--- config.mk ---
export PLATFORM = sky130hd
export DESIGN_NAME = mem_sram_ctrl
export DESIGN_NICKNAME = d
export VERILOG_FILES = /design/src/rtl/mem_sram_ctrl_pkg.sv /design/src/rtl/mem_sram_ctrl.sv
export SDC_FILE = /design/constraint.sdc
export NUM_CORES = 1
export LEC_CHECK = 0
export BUFFER_PORTS_ARGS = -buffer_cell sky130_fd_sc_hd__buf_2
export CAP_MARGIN = 20
export CORE_AREA = 2 2 87 110
export DETAILED_ROUTE_END_ITERATION = 10
export DIE_AREA = 0 0 89 112
export PLACE_DENSITY = 0.72
export SYNTH_ARGS = -nofsm -noshare
export SYNTH_HDL_FRONTEND = slang
export SYNTH_SLANG_ARGS = --single-unit
--- constraint.sdc ---
create_clock -name clk -period 2.3 [get_ports clk]
set_input_delay 0.115 -clock clk [delete_from_list [all_inputs] [get_ports clk]]
set_output_delay 0.115 -clock clk [all_outputs]
set_load 0.05 [all_outputs]
--- src/rtl/mem_sram_ctrl_pkg.sv ---
// Shared definitions for the MEM-stage SRAM controller.
package mem_pkg;

  typedef enum logic [1:0] {
    IDLE = 2'd0,
    LO   = 2'd1,
    HI   = 2'd2,
    DONE = 2'd3
  } state_t;

  localparam int unsigned ADDR_BASE_DEFAULT = 1024;

  localparam logic HALF_LO = 1'b0;
  localparam logic HALF_HI = 1'b1;

endpackage

--- src/rtl/mem_sram_ctrl.sv ---
// MEM-stage data-memory controller: each 32-bit load/store is split into two
// 16-bit SRAM accesses (low half first), each lasting SRAM_WAIT+1 cycles.
module mem_sram_ctrl
  import mem_pkg::*;
#(
  parameter int unsigned SRAM_WAIT = 2,
  parameter int unsigned ADDR_BASE = ADDR_BASE_DEFAULT,
  parameter int unsigned SRAM_AW   = 18
) (
  input  logic               clk,
  input  logic               rst,
  input  logic               rd_en,
  input  logic               wr_en,
  input  logic [31:0]        address,
  input  logic [31:0]        write_data,
  output logic [31:0]        read_data,
  output logic               ready,
  output logic [SRAM_AW-1:0] sram_addr,
  output logic [15:0]        sram_dq_out,
  output logic               sram_dq_oe,
  input  logic [15:0]        sram_dq_in,
  output logic               sram_ce_n,
  output logic               sram_oe_n,
  output logic               sram_we_n
);

  localparam int unsigned   CW       = (SRAM_WAIT > 0) ? $clog2(SRAM_WAIT + 1) : 1;
  localparam int unsigned   IW       = SRAM_AW - 1;
  localparam logic [CW-1:0] CNT_LAST = CW'(SRAM_WAIT);
  localparam logic [31:0]   BASE     = 32'(ADDR_BASE);

  state_t          state;
  state_t          state_nxt;
  logic [CW-1:0]   cnt;
  logic            op_wr;
  logic [IW-1:0]   word_idx;
  logic [31:0]     wdata;
  logic [31:0]     rdata;
  logic            req;
  logic            last;
  logic            half;

  assign req       = rd_en | wr_en;
  assign last      = (cnt == CNT_LAST);
  assign read_data = rdata;

  // State register.
  always_ff @(posedge clk or negedge rst) begin
    if (!rst) state <= IDLE;
    else      state <= state_nxt;
  end

  // Next-state: DONE always returns to IDLE so a held request cannot restart.
  always_comb begin
    state_nxt = state;
    unique case (state)
      IDLE:    if (req)  state_nxt = LO;
      LO:      if (last) state_nxt = HI;
      HI:      if (last) state_nxt = DONE;
      DONE:    state_nxt = IDLE;
      default: state_nxt = IDLE;
    endcase
  end

  // Request latch, wait counter and load-data capture.
  always_ff @(posedge clk or negedge rst) begin
    if (!rst) begin
      cnt      <= '0;
      op_wr    <= 1'b0;
      word_idx <= '0;
      wdata    <= '0;
      rdata    <= '0;
    end else begin
      unique case (state)
        IDLE: begin
          if (req) begin
            op_wr    <= wr_en;
            word_idx <= IW'((address - BASE) >> 2);
            wdata    <= write_data;
            cnt      <= '0;
          end
        end
        LO, HI: begin
          if (last) begin
            cnt <= '0;
            if (!op_wr) begin
              if (state == LO) rdata[15:0]  <= sram_dq_in;
              else             rdata[31:16] <= sram_dq_in;
            end
          end else begin
            cnt <= cnt + 1'b1;
          end
        end
        default: ;
      endcase
    end
  end

  // Handshake and SRAM strobes; ready is forced high while reset is held.
  always_comb begin
    ready       = 1'b0;
    sram_addr   = '0;
    sram_dq_out = '0;
    sram_dq_oe  = 1'b0;
    sram_ce_n   = 1'b1;
    sram_oe_n   = 1'b1;
    sram_we_n   = 1'b1;
    half        = HALF_LO;
    unique case (state)
      IDLE: ready = ~req;
      DONE: ready = 1'b1;
      LO, HI: begin
        half      = (state == HI) ? HALF_HI : HALF_LO;
        sram_addr = {word_idx, half};
        sram_ce_n = 1'b0;
        if (op_wr) begin
          sram_we_n   = 1'b0;
          sram_dq_oe  = 1'b1;
          sram_dq_out = (state == HI) ? wdata[31:16] : wdata[15:0];
        end else begin
          sram_oe_n = 1'b0;
        end
      end
      default: ;
    endcase
    if (!rst) ready = 1'b1;
  end

endmodule

==> results.toml <==
[route]
drt_iter0_drc = 152
ant_nets = 0
viasPerCell = 4.76
first_pass_iters = 4
drt-total-wl_um = 8920
wl_per_cell_um = 13.0
drc = 0
vias = 3258

[place]
place_congestion = 0.776
post-dp-hpwl_um = 6010
portBuffers = 139
pre_cts_slack_ns = 0.437

[layout]
ff_latch_area_um2 = 2150
fin_nets = 648
fillers = 804
drive_gt1_share_pct = 37.7
multi_input_area_um2 = 1620
antenna_cells = 0
area_delta_synth_final_pct = 43.4

[die]
die_area_um2 = 9970
die_h_um = 112
dieWidth_um = 89
ioPinCount = 155
rows = 39
start_util_pct = 42.7
core_area_um2 = 8980

[global_route]
grt_max_degree = 87
track_usage_pct = 19.1
antenna_found_initial = 0
grt_overflow = 0
grt_pass1_vias = 3360
grt_first_pass_wirelength_um = 14900

[clock_network]
root_buffer = "clkbuf_16"
clk_latency_ns = 0.33
htree_levels = 3
clkTransAtPathRegs_ns = 0.06
cts_buffers = 9
cts_tree = "built"
cts_num_sinks = 86
cts_setup_buffers = 0
cts_buffer_depth = 2

[timing]
min_period_ns = 2.16
fmax_mhz = 462
rsz0062_at_grt = "false"
maxSlewViolCount = 0
min_period_over_period_pct = 94.0
setup_viol = 0
finClkSkew_ns = 0.00598
hold_viol = 0
setup_slack_ns = 0.137
slew_headroom_pct = 37.9
worstMarginPinSlew_ns = 0.928

[logic_synthesis]
synthAdderAreaFrac_pct = 2.28
postSynthAreaPerCell_um2 = 10.3
synth_top_cell_by_area = "dfrtp_1"
syn_nets = 465
synth_top_area_share_pct = 56.1
ys_top_cells_by_area = "dfrtp_1 56%, nand2_1 13%, mux2_2 9.4%"
synth_compound_area_share_pct = 3.91
syn_area_um2 = 3840
yosys_warnings = 0
syn_inst = 374
synthMuxAreaShare_pct = 13.8
synth-simple-area-share_pct = 20.7
ys_types = 32
ys_seq_area_share_pct = 56.1
synth_top_family_by_area = "simple AND/OR/NAND/NOR gates"
ys_seq_elements = 86
synth-xor-area-share_pct = 0.456

[worst_setup_path]
crit_path_cell_trace = "inv_1, ha_1, buf_6, nand2_1, buf_4, nor2_2, buf_2"
crit_arrival_ns = 2.05
criticalPathCategory = "reg2out"
start_kind = "flop"
cp_slowest_cell = "dfrtp_1"
endpoint_kind = "output pin"
critPathMaxFanout = 20
critPathTopFamily = "buffers and inverters"
cp_slowest_stage_delay_ns = 0.40
cp.required_ns = 2.18
worst-path-buf-inv = 4

[run_status]
outcome = "completed"

[flow_run]
max_cap_viol_count = 0

[hold_path]
hold_class = "in2reg"
## timing repair
| item | 4_1_cts | 5_1_grt |
|---|---|---|
| setup endpoints to repair | 0 | 16 |
| endpoints found under the hold margin | 126 | 0 |
| gates resized for setup | 0 | 10 |
| hold buffers | 41 | 0 |
## area by class of cell
type                            count  area share [%]
Timing Repair Buffer              189            22.3
Clock inverter                      7            1.80
Sequential cell                    86            39.1
Clock buffer                        9            4.09
Multi-Input combinational cell    264            29.4
Inverter                            7           0.477
Tap cell                          123            2.80
## cells in the mapped netlist
cell	n
nor3b_1	2
or2_2	1
nor3b_4	1
dfrtp_1	86
or4_4	1
o21a_1	1
mux2i_1	17
nor3_4	1
buf_1	1
a2111oi_0	1
buf_4	1
a21o_1	1
o31ai_1	3
ha_1	7
a31oi_1	5
a21oi_1	1
or4_1	2
mux2_2	32
o41ai_1	2
buf_2	2
inv_1	7
nor2_1	22
o21ai_0	9
clkbuf_1	12
xnor2_1	2
nand2b_1	2
or3b_1	1
or3_1	3
buf_6	1
o21ai_1	1
nand2_1	129
and2_1	17
## worst reg2reg max path, delay by kind of cell (launching register included)
family	cells	cell delay, ns
AND/OR/NAND/NOR	2	0.27
adder cells (fa/ha/maj)	1	0.32
multiplexers	1	0.38
buffers and inverters	2	0.37
flip-flops	1	0.40
## kinds of logic (layout without fill, tap and decap cells)
kind of cell | Yosys count | in the layout
AO/OA/AOI/OAI | 24 | 24
XOR/XNOR | 2 | 2
adder cells (fa/ha/maj) | 7 | 7
buffers and inverters | 24 | 212
flip-flops | 86 | 86
multiplexers | 49 | 49
AND/OR/NAND/NOR | 182 | 182
## sequential cells by signal (all words and copies together) (netlist names)
signal and flops:
read_data 32, wdata 32, op_wr 1, cnt 2
state 2, word_idx 17
## cell usage in the layout, fill, tap and decap left out, types with 2 or more instances in the layout
cell type and count:
or3_1 3, o31ai_1 3, clkinv_4 3, xnor2_1 2
mux2_2 32, dfrtp_1 86, o41ai_1 2, nand2_1 129
clkbuf_4 9, nand2b_1 2, and2_1 17, a31oi_1 5
nor2_2 10, bufinv_16 2, o21ai_0 9, or4_1 2
dlygate4sd3_1 41, buf_2 129, clkbuf_16 9, nor2_1 12
nor3b_1 2, mux2i_1 17, buf_4 7, ha_1 7
inv_1 7, buf_12 2
## worst paths after layout
| check | startpoint | to | slack (ns) | cells past startpoint |
|---|---|---|---|---|
| worst max-delay path | state[0]$_DFFE_PN0P_ | sram_dq_out[14] | 0.14 | 7 |
| worst min-delay path | sram_dq_in[4] | read_data[20]$_DFFE_PN0P_ | 0.03 | 2 |
| worst max register to register | state[0]$_DFFE_PN0P_ | read_data[23]$_DFFE_PN0P_ | 0.44 | 6 |
| worst min register to register | word_idx[2]$_DFFE_PN0P_ | word_idx[2]$_DFFE_PN0P_ | 0.47 | 2 |
| max in group asynchronous | rst | word_idx[5]$_DFFE_PN0P_ | 1.58 | 3 |
| min in group asynchronous | rst | read_data[16]$_DFFE_PN0P_ | 0.36 | 3 |
## per-stage QoR
stage | cell area (µm²) | utilization (%) | setup TNS [ns] | hold WS, ns | instances
2_1_floorplan | 3860 | - | -0.0870 | -0.181 | 374
3_3_place_gp | 4740 | 52.8 | 0 | 0.201 | 628
3_5_place_dp | 4740 | 52.8 | 0 | 0.207 | 628
4_1_cts | 5480 | 61.0 | 0 | 0.0126 | 685
5_1_grt | 5500 | 61.3 | 0 | 0.0189 | 685
6_report | 5500 | 61.3 | 0 | 0.0265 | 685
## per-layer routing
| metal | wire length (µm) | GRT usage, % | vias up |
|---|---|---|---|
| li1 | - | - | 1583 |
| met1 | 3700 | 21.3 | 1550 |
| met2 | 4580 | 34.0 | 107 |
| met3 | 426 | 3.19 | 18 |
| met4 | 219 | 9.55 | 0 |
| met5 | 0 | 0 | - |
Power is left out: the tool's default activity adds up to more than one toggle a clock period on the data nets, which glitch-free logic cannot reach.
